--- config.mk ---
export PLATFORM = sky130hd
export DESIGN_NAME = bitrev_reorder
export DESIGN_NICKNAME = d
export VERILOG_FILES = /design/src/rtl/bitrev_reorder.sv
export SDC_FILE = /design/constraint.sdc
export NUM_CORES = 1
export LEC_CHECK = 0
export BUFFER_PORTS_ARGS = -buffer_cell sky130_fd_sc_hd__buf_2
export CORE_ASPECT_RATIO = 0.9
export CORE_MARGIN = 3
export CORE_UTILIZATION = 35
export CTS_CLUSTER_DIAMETER = 120
export CTS_CLUSTER_SIZE = 30
export DETAILED_ROUTE_END_ITERATION = 8
export PLACE_DENSITY = 0.49
export SLEW_MARGIN = 15
export SYNTH_ARGS = -nofsm -noshare
export SYNTH_HDL_FRONTEND = slang
export SYNTH_SLANG_ARGS = --single-unit
--- constraint.sdc ---
create_clock -name clk -period 4.3 [get_ports clk]
set_input_delay 0.43 -clock clk [delete_from_list [all_inputs] [get_ports clk]]
set_output_delay 0.43 -clock clk [all_outputs]
set_load 0.1 [all_outputs]
--- src/rtl/bitrev_reorder.sv ---
// Reorders one frame of 2^N FFT samples from bit-reversed to natural order.
// Latency: first output 1 cycle after the frame's last input is accepted (read side idle).
// Backpressure: in_ready drops when the write bank is full; out_data/out_last hold while out_valid && !out_ready.
//
// Ports:
//   clk, rst_n            rising-edge clock, asynchronous active-low reset
//   in_valid/in_ready     write handshake, in_data arrives in bit-reversed order
//   out_valid/out_ready   read handshake, out_data leaves in natural order
//   out_last              marks sample 2^N-1 of each output frame
//
// Build option: define BITREV_REORDER_PINGPONG_EN for two frame banks (write of
// frame k+1 overlaps read of frame k). Without it a single bank is used and the
// writer waits for the reader to drain each frame.
module bitrev_reorder #(
    parameter int N  = 3,
    parameter int DW = 32
) (
    input  logic          clk,
    input  logic          rst_n,
    input  logic          in_valid,
    output logic          in_ready,
    input  logic [DW-1:0] in_data,
    output logic          out_valid,
    input  logic          out_ready,
    output logic [DW-1:0] out_data,
    output logic          out_last
);

`ifdef BITREV_REORDER_PINGPONG_EN
    localparam int B = 2;
`else
    localparam int B = 1;
`endif
    // Memory address is {bank, sample} with two banks, plain sample with one.
    localparam int AW = (B == 2) ? N + 1 : N;
    localparam logic [N-1:0] CNT_MAX = '1;

    logic [DW-1:0] mem [2**AW];

    logic [N-1:0]  wr_cnt;
    logic [N-1:0]  rd_cnt;
    logic [AW-1:0] wr_addr;
    logic [AW-1:0] rd_addr;
    logic          wr_full;
    logic          rd_full;
    logic          wr_fire;
    logic          wr_done;
    logic          load;
    logic          rd_done;

    // Mirror the N index bits: bit i takes bit N-1-i.
    function automatic logic [N-1:0] rev(input logic [N-1:0] v);
        logic [N-1:0] r;
        for (int i = 0; i < N; i++) begin
            r[i] = v[N-1-i];
        end
        return r;
    endfunction

`ifdef BITREV_REORDER_PINGPONG_EN
    logic       wb;
    logic       rb;
    logic [1:0] full;

    assign wr_full = full[wb];
    assign rd_full = full[rb];
    assign wr_addr = {wb, rev(wr_cnt)};
    assign rd_addr = {rb, rd_cnt};

    // A completing write and a completing read always hit different banks:
    // the write bank is empty by construction, the read bank is full.
    always_ff @(posedge clk or negedge rst_n) begin
        if (!rst_n) begin
            wb   <= 1'b0;
            rb   <= 1'b0;
            full <= '0;
        end else begin
            if (wr_done) begin
                full[wb] <= 1'b1;
                wb       <= ~wb;
            end
            if (rd_done) begin
                full[rb] <= 1'b0;
                rb       <= ~rb;
            end
        end
    end
`else
    logic full;

    assign wr_full = full;
    assign rd_full = full;
    assign wr_addr = rev(wr_cnt);
    assign rd_addr = rd_cnt;

    // With one bank, writes need !full and reads need full, so the two
    // completion events are mutually exclusive.
    always_ff @(posedge clk or negedge rst_n) begin
        if (!rst_n) begin
            full <= 1'b0;
        end else if (wr_done) begin
            full <= 1'b1;
        end else if (rd_done) begin
            full <= 1'b0;
        end
    end
`endif

    // in_ready comes only from registered bank state.
    assign in_ready = !wr_full;
    assign wr_fire  = in_valid && in_ready;
    assign wr_done  = wr_fire && (wr_cnt == CNT_MAX);

    // Load the output register whenever it is empty or being emptied this cycle,
    // which keeps 1 sample/cycle across frame boundaries.
    assign load    = rd_full && (!out_valid || out_ready);
    assign rd_done = load && (rd_cnt == CNT_MAX);

    // Sample storage carries no reset; stale contents are never read because
    // a bank is only read after it has been completely rewritten.
    always_ff @(posedge clk) begin
        if (wr_fire) begin
            mem[wr_addr] <= in_data;
        end
    end

    always_ff @(posedge clk or negedge rst_n) begin
        if (!rst_n) begin
            wr_cnt <= '0;
        end else if (wr_fire) begin
            wr_cnt <= wr_cnt + 1'b1;
        end
    end

    always_ff @(posedge clk or negedge rst_n) begin
        if (!rst_n) begin
            rd_cnt    <= '0;
            out_valid <= 1'b0;
            out_last  <= 1'b0;
            out_data  <= '0;
        end else if (load) begin
            rd_cnt    <= rd_cnt + 1'b1;
            out_valid <= 1'b1;
            out_last  <= (rd_cnt == CNT_MAX);
            out_data  <= mem[rd_addr];
        end else if (out_valid && out_ready) begin
            out_valid <= 1'b0;
            out_last  <= 1'b0;
        end
    end

endmodule

# Word-level counts from Yosys, hierarchy flattened
# Memories as Yosys holds them, arrays and structs flattened. A register that Yosys moved wholly into a read port is not among the register bits.
# Index checks and enable logic that the tools add are counted.
# op_classes
n_addsub	2
n_eq_ne	2
mux	7
n_reduce_logical	11
# ops
operator	n
2-to-1 mux 1 bit	7
adder 3 x 1 -> 3 bit (second input constant)	2
== test 3 bit (second input constant)	2
logical AND 1 bit	5
nonzero test 2 bit	2
logical NOT 1 bit	3
logical OR 1 bit	1
# totals
ff_bits	9
ramBits	256
inputBits	36
output_inout_bits	35
word_cells	28
n_memories	1
# mem_list
memory	depth	word_bits	read_ports	rd_clocked_by_memory_dff	wr	line_no	rtl
mem	8	32	1	1	1	38	logic [DW-1:0] mem [2**AW];

# Longest topological paths before layout
# logic_depth
word_depth	6
mapped_depth	5
mapped_depth_nobuf	4

# Worst setup path after synthesis
# OpenSTA, ideal clock, no wires.
# synth_timing
kind	input-to-reg
from	input in_valid
to	memory mem[1][0] (enable)
setup_time_ns	0.392
arrival_ns	1.748
setup_slack_ns	2.159
cell_stages	3
cell_sequence	nor2b_1 > clkbuf_1 > and3_1
# synth_via
elab_chain_len	3
# synth_lines
item	line_no	rtl
from (decl)	20	input logic in_valid,
logical AND 1 bit	111	assign wr_fire = in_valid && in_ready;
2-to-1 mux 1 bit	122	if (wr_fire) begin
2-to-1 mux 1 bit (implied by the code)	123	mem[wr_addr] <= in_data;
to (decl)	38	
# Every way passes these cells.

# Worst setup path in the final report
# layout_timing
from	register full
to	memory mem[6][25] (enable)
# layout_via
elab_chain_len	4
# layout_lines
item	line_no	rtl
from (decl)	89	logic full;
from (signal assigned)	100	full <= 1'b0;
from (signal assigned)	102	full <= 1'b1;
from (signal assigned)	104	full <= 1'b0;
logical NOT 1 bit	110	assign in_ready = !wr_full;
logical AND 1 bit	111	
2-to-1 mux 1 bit	122	
2-to-1 mux 1 bit (implied by the code)	123	
# Every way passes these cells.

==> flow_summary_export.csv <==
group,metric,value,unit
outcome,status,"finished clean",
setup_path,worstSetupPathType,"reg2reg",
clocking,clk_path_buf_depth,3,
timing,period_needed,2.45,ns
final_layout,finalInstanceArea,12600,um2
clocking,post_cts_buffers,0,
pwr,total_leakage_power,4.39,nW
global_route,first_global_vias,5991,
detailed_routing,drt-total-wl,23.8,mm
timing,fin_tns_setup,0,ns
pwr,peakVddDrop,0.453,mV
placed_design,io_buffer_count,70,
min_path,hp-class,"in2async",
synth,avgSynthCellArea,18.1,um2
timing,timing.final.max_slew_violations,0,
global_route,antenna_found_initial,2,
setup_path,reg2regPathDepth,2,
synth,syn_nets,676,
global_route,grt_max_degree,131,
synth,synthSimpleGateAreaFrac,1.02,%
synth,yosysSeqAreaShare,76.1,%
detailed_routing,first_pass_iters,4,
timing,slew_headroom,28.8,%
final_layout,area_delta_synth_final,9.82,%
floorplanning,dieWidth,197,um
clocking,cts_htree_levels,1,
floorplanning,num_io_pins,71,
detailed_routing,vias_per_cell,5.11,
global_route,grt-ovfl-total,0,
detailed_routing,drc,0,
placed_design,routabilityCongestion,0.740,
synth,synth_fa_ha_area_share,0.874,%
placed_design,post-dp-hpwl,13.1,mm
setup_path,cp-end-kind,"flop",
synth,ys_types,25,
timing,fmax,408,MHz
synth,netlist_area,11500,um2
run,max_cap_violations,0,
floorplanning,die_h,178,um
timing,worst_pin_slew,1.07,ns
clocking,ctsResizeCount,0,
placed_design,place_area,12200,um2
detailed_routing,vias,5676,
synth,synth_compound_area_share,7.89,%
timing,setup_ws,1.85,ns
final_layout,final_util,39.2,%
pwr,powerDensity,696,nW/um2
global_route,grt.total_usage,13.6,%
setup_path,worstPathArrival,2.56,ns
setup_path,required,4.41,ns
final_layout,drive_gt1_share,21.6,%
synth,ys_ff_latch,297,
clocking,clock-sinks,297,
pwr,power,8.76,mW
clocking,clkLatencyLatePin,0.49,ns
detailed_routing,drt_iter0_markers,326,
setup_path,path_max_fanout,32,
detailed_routing,ant_nets,0,
clocking,clk_pin_slew,0.11,ns
setup_path,crit_path_start_kind,"flop",
placed_design,dp_slack,1.76,ns
synth,syn_inst,632,
timing,hold_viol_final,0,
floorplanning,initial_utilization,35.7,%
synth,synth_top_family_by_area,"multiplexers",
synth,synthMuxAreaShare,12.1,%
floorplanning,coreArea,32100,um2
detailed_routing,wl_per_cell,21.4,um
global_route,grt_pass1_wl,36.3,mm
timing,fin_crit_sh,57.0,%
clocking,cts_tree,"built",
timing,finClkSkew,0.0149,ns
clocking,clockRootBuffer,"clkbuf_16",
floorplanning,dieArea,34900,um2
floorplanning,row_count,62,
synth,ys_warn_count,0,
clocking,hold_buffers,0,
final_layout,diodes,0,
timing,setup_violations,0,
final_layout,nets,733,
clocking,cts_made_buffers,13,
timing,rsz0062_at_grt,"no",
synth,synth_xor_area_share,0.153,%
## per-stage QoR
stage | hold slack (ns) | cells
final | 0.0498 | 1111
after floorplan | 0.134 | 632
after global routing | 0.0773 | 1111
after global placement | 0.487 | 1090
after CTS | 0.0663 | 1111
after detailed placement | 0.498 | 1090
## cell usage in the layout (no fill, tap or decap), types with 4 or more instances in the layout
cell type | synthesis | final
edfxtp_1 | 256 | 256
buf_2 | 1 | 70
mux2i_1 | 64 | 64
mux2_2 | 45 | 45
dfrtp_1 | 41 | 40
o21ai_0 | 34 | 34
a22o_1 | 32 | 32
o22ai_1 | 32 | 32
o31ai_1 | 32 | 32
mux2_1 | 21 | 21
clkbuf_16 | 0 | 13
ha_1 | 8 | 8
buf_4 | 9 | 8
clkbuf_1 | 23 | 7
and3_2 | 0 | 6
nand2_1 | 5 | 5
inv_1 | 4 | 4
## routing by layer
metal	track usage (%)	vias up	wire length, um
met5	0	-	40
li1	-	2616	-
met2	24.4	95	11900
met1	18.0	2935	10800
met4	2.05	4	337
met3	2.24	26	788
## cell usage after synthesis
cell      number  area, um2
mux2i_1       64        641
buf_2          1       5.00
edfxtp_1     256       7690
o31ai_1       32        240
clkbuf_1      23       86.3
buf_4          9       67.6
and2_1         2       12.5
buf_6          4       45.0
inv_1          4       15.0
nor2b_1        3       18.8
xnor2_1        2       17.5
o22ai_1       32        200
mux2_1        21        236
a21o_1         1       7.51
dfrtp_1       41       1030
ha_1           8        100
nor2_1         3       11.3
nand3_1        1       5.00
nand2b_1       2       12.5
nand2_1        5       18.8
mux2_2        45        507
a21oi_1        1       5.00
o21ai_0       34        170
and3_1         6       37.5
a22o_1        32        280
## registers in the layout (all words and copies together) (netlist names)
name / flops
rd_addr: 3
full: 1
out_last: 1
wr_cnt: 3
mem: 256
out_data: 32
out_valid: 1
## critical path, cell delays in order, from the launching register on
cell and delay (ns):
dfrtp_1 0.45, nor2b_1 0.61, and2_2 0.99
## path summary, 6_finish.rpt
path / end / slack (ns) / startpoint
worst max-delay path: mem[6][25] / 1.85 / full
worst min-delay path: rd_addr[0] / 0.05 / rst_n
worst max register to register: mem[6][25] / 1.85 / full
worst min register to register: out_data[6] / 0.52 / out_data[6]
max in group asynchronous: rd_addr[0] / 3.77 / rst_n
min in group clk: mem[2][15] / 0.22 / in_data[15]
## kinds of logic after synthesis
| kind of cell | count (synthesis) |
|---|---|
| compound gates | 132 |
| flops | 297 |
| simple gates | 22 |
| mux | 130 |
| buf+inv | 41 |
| xor+xnor | 2 |
| fa+ha+maj | 8 |
## report_power, final
part / internal, mW / switching, mW / leakage, nW
combinational: 1.00 / 2.60 / 1.41
sequential: 3.58 / 0.179 / 2.81
clock: 0.577 / 0.814 / 0.172
## final cells by class
type	instances	area, um2
Fill cell	2970	19500
Inverter	4	15.0
Clock buffer	20	352
Clock inverter	1	5.00
Sequential cell	297	8720
Timing Repair Buffer	79	430
Multi-Input combinational cell	294	2540
Tap cell	416	520
No activity file was read; power rests on OpenSTA's default activity.
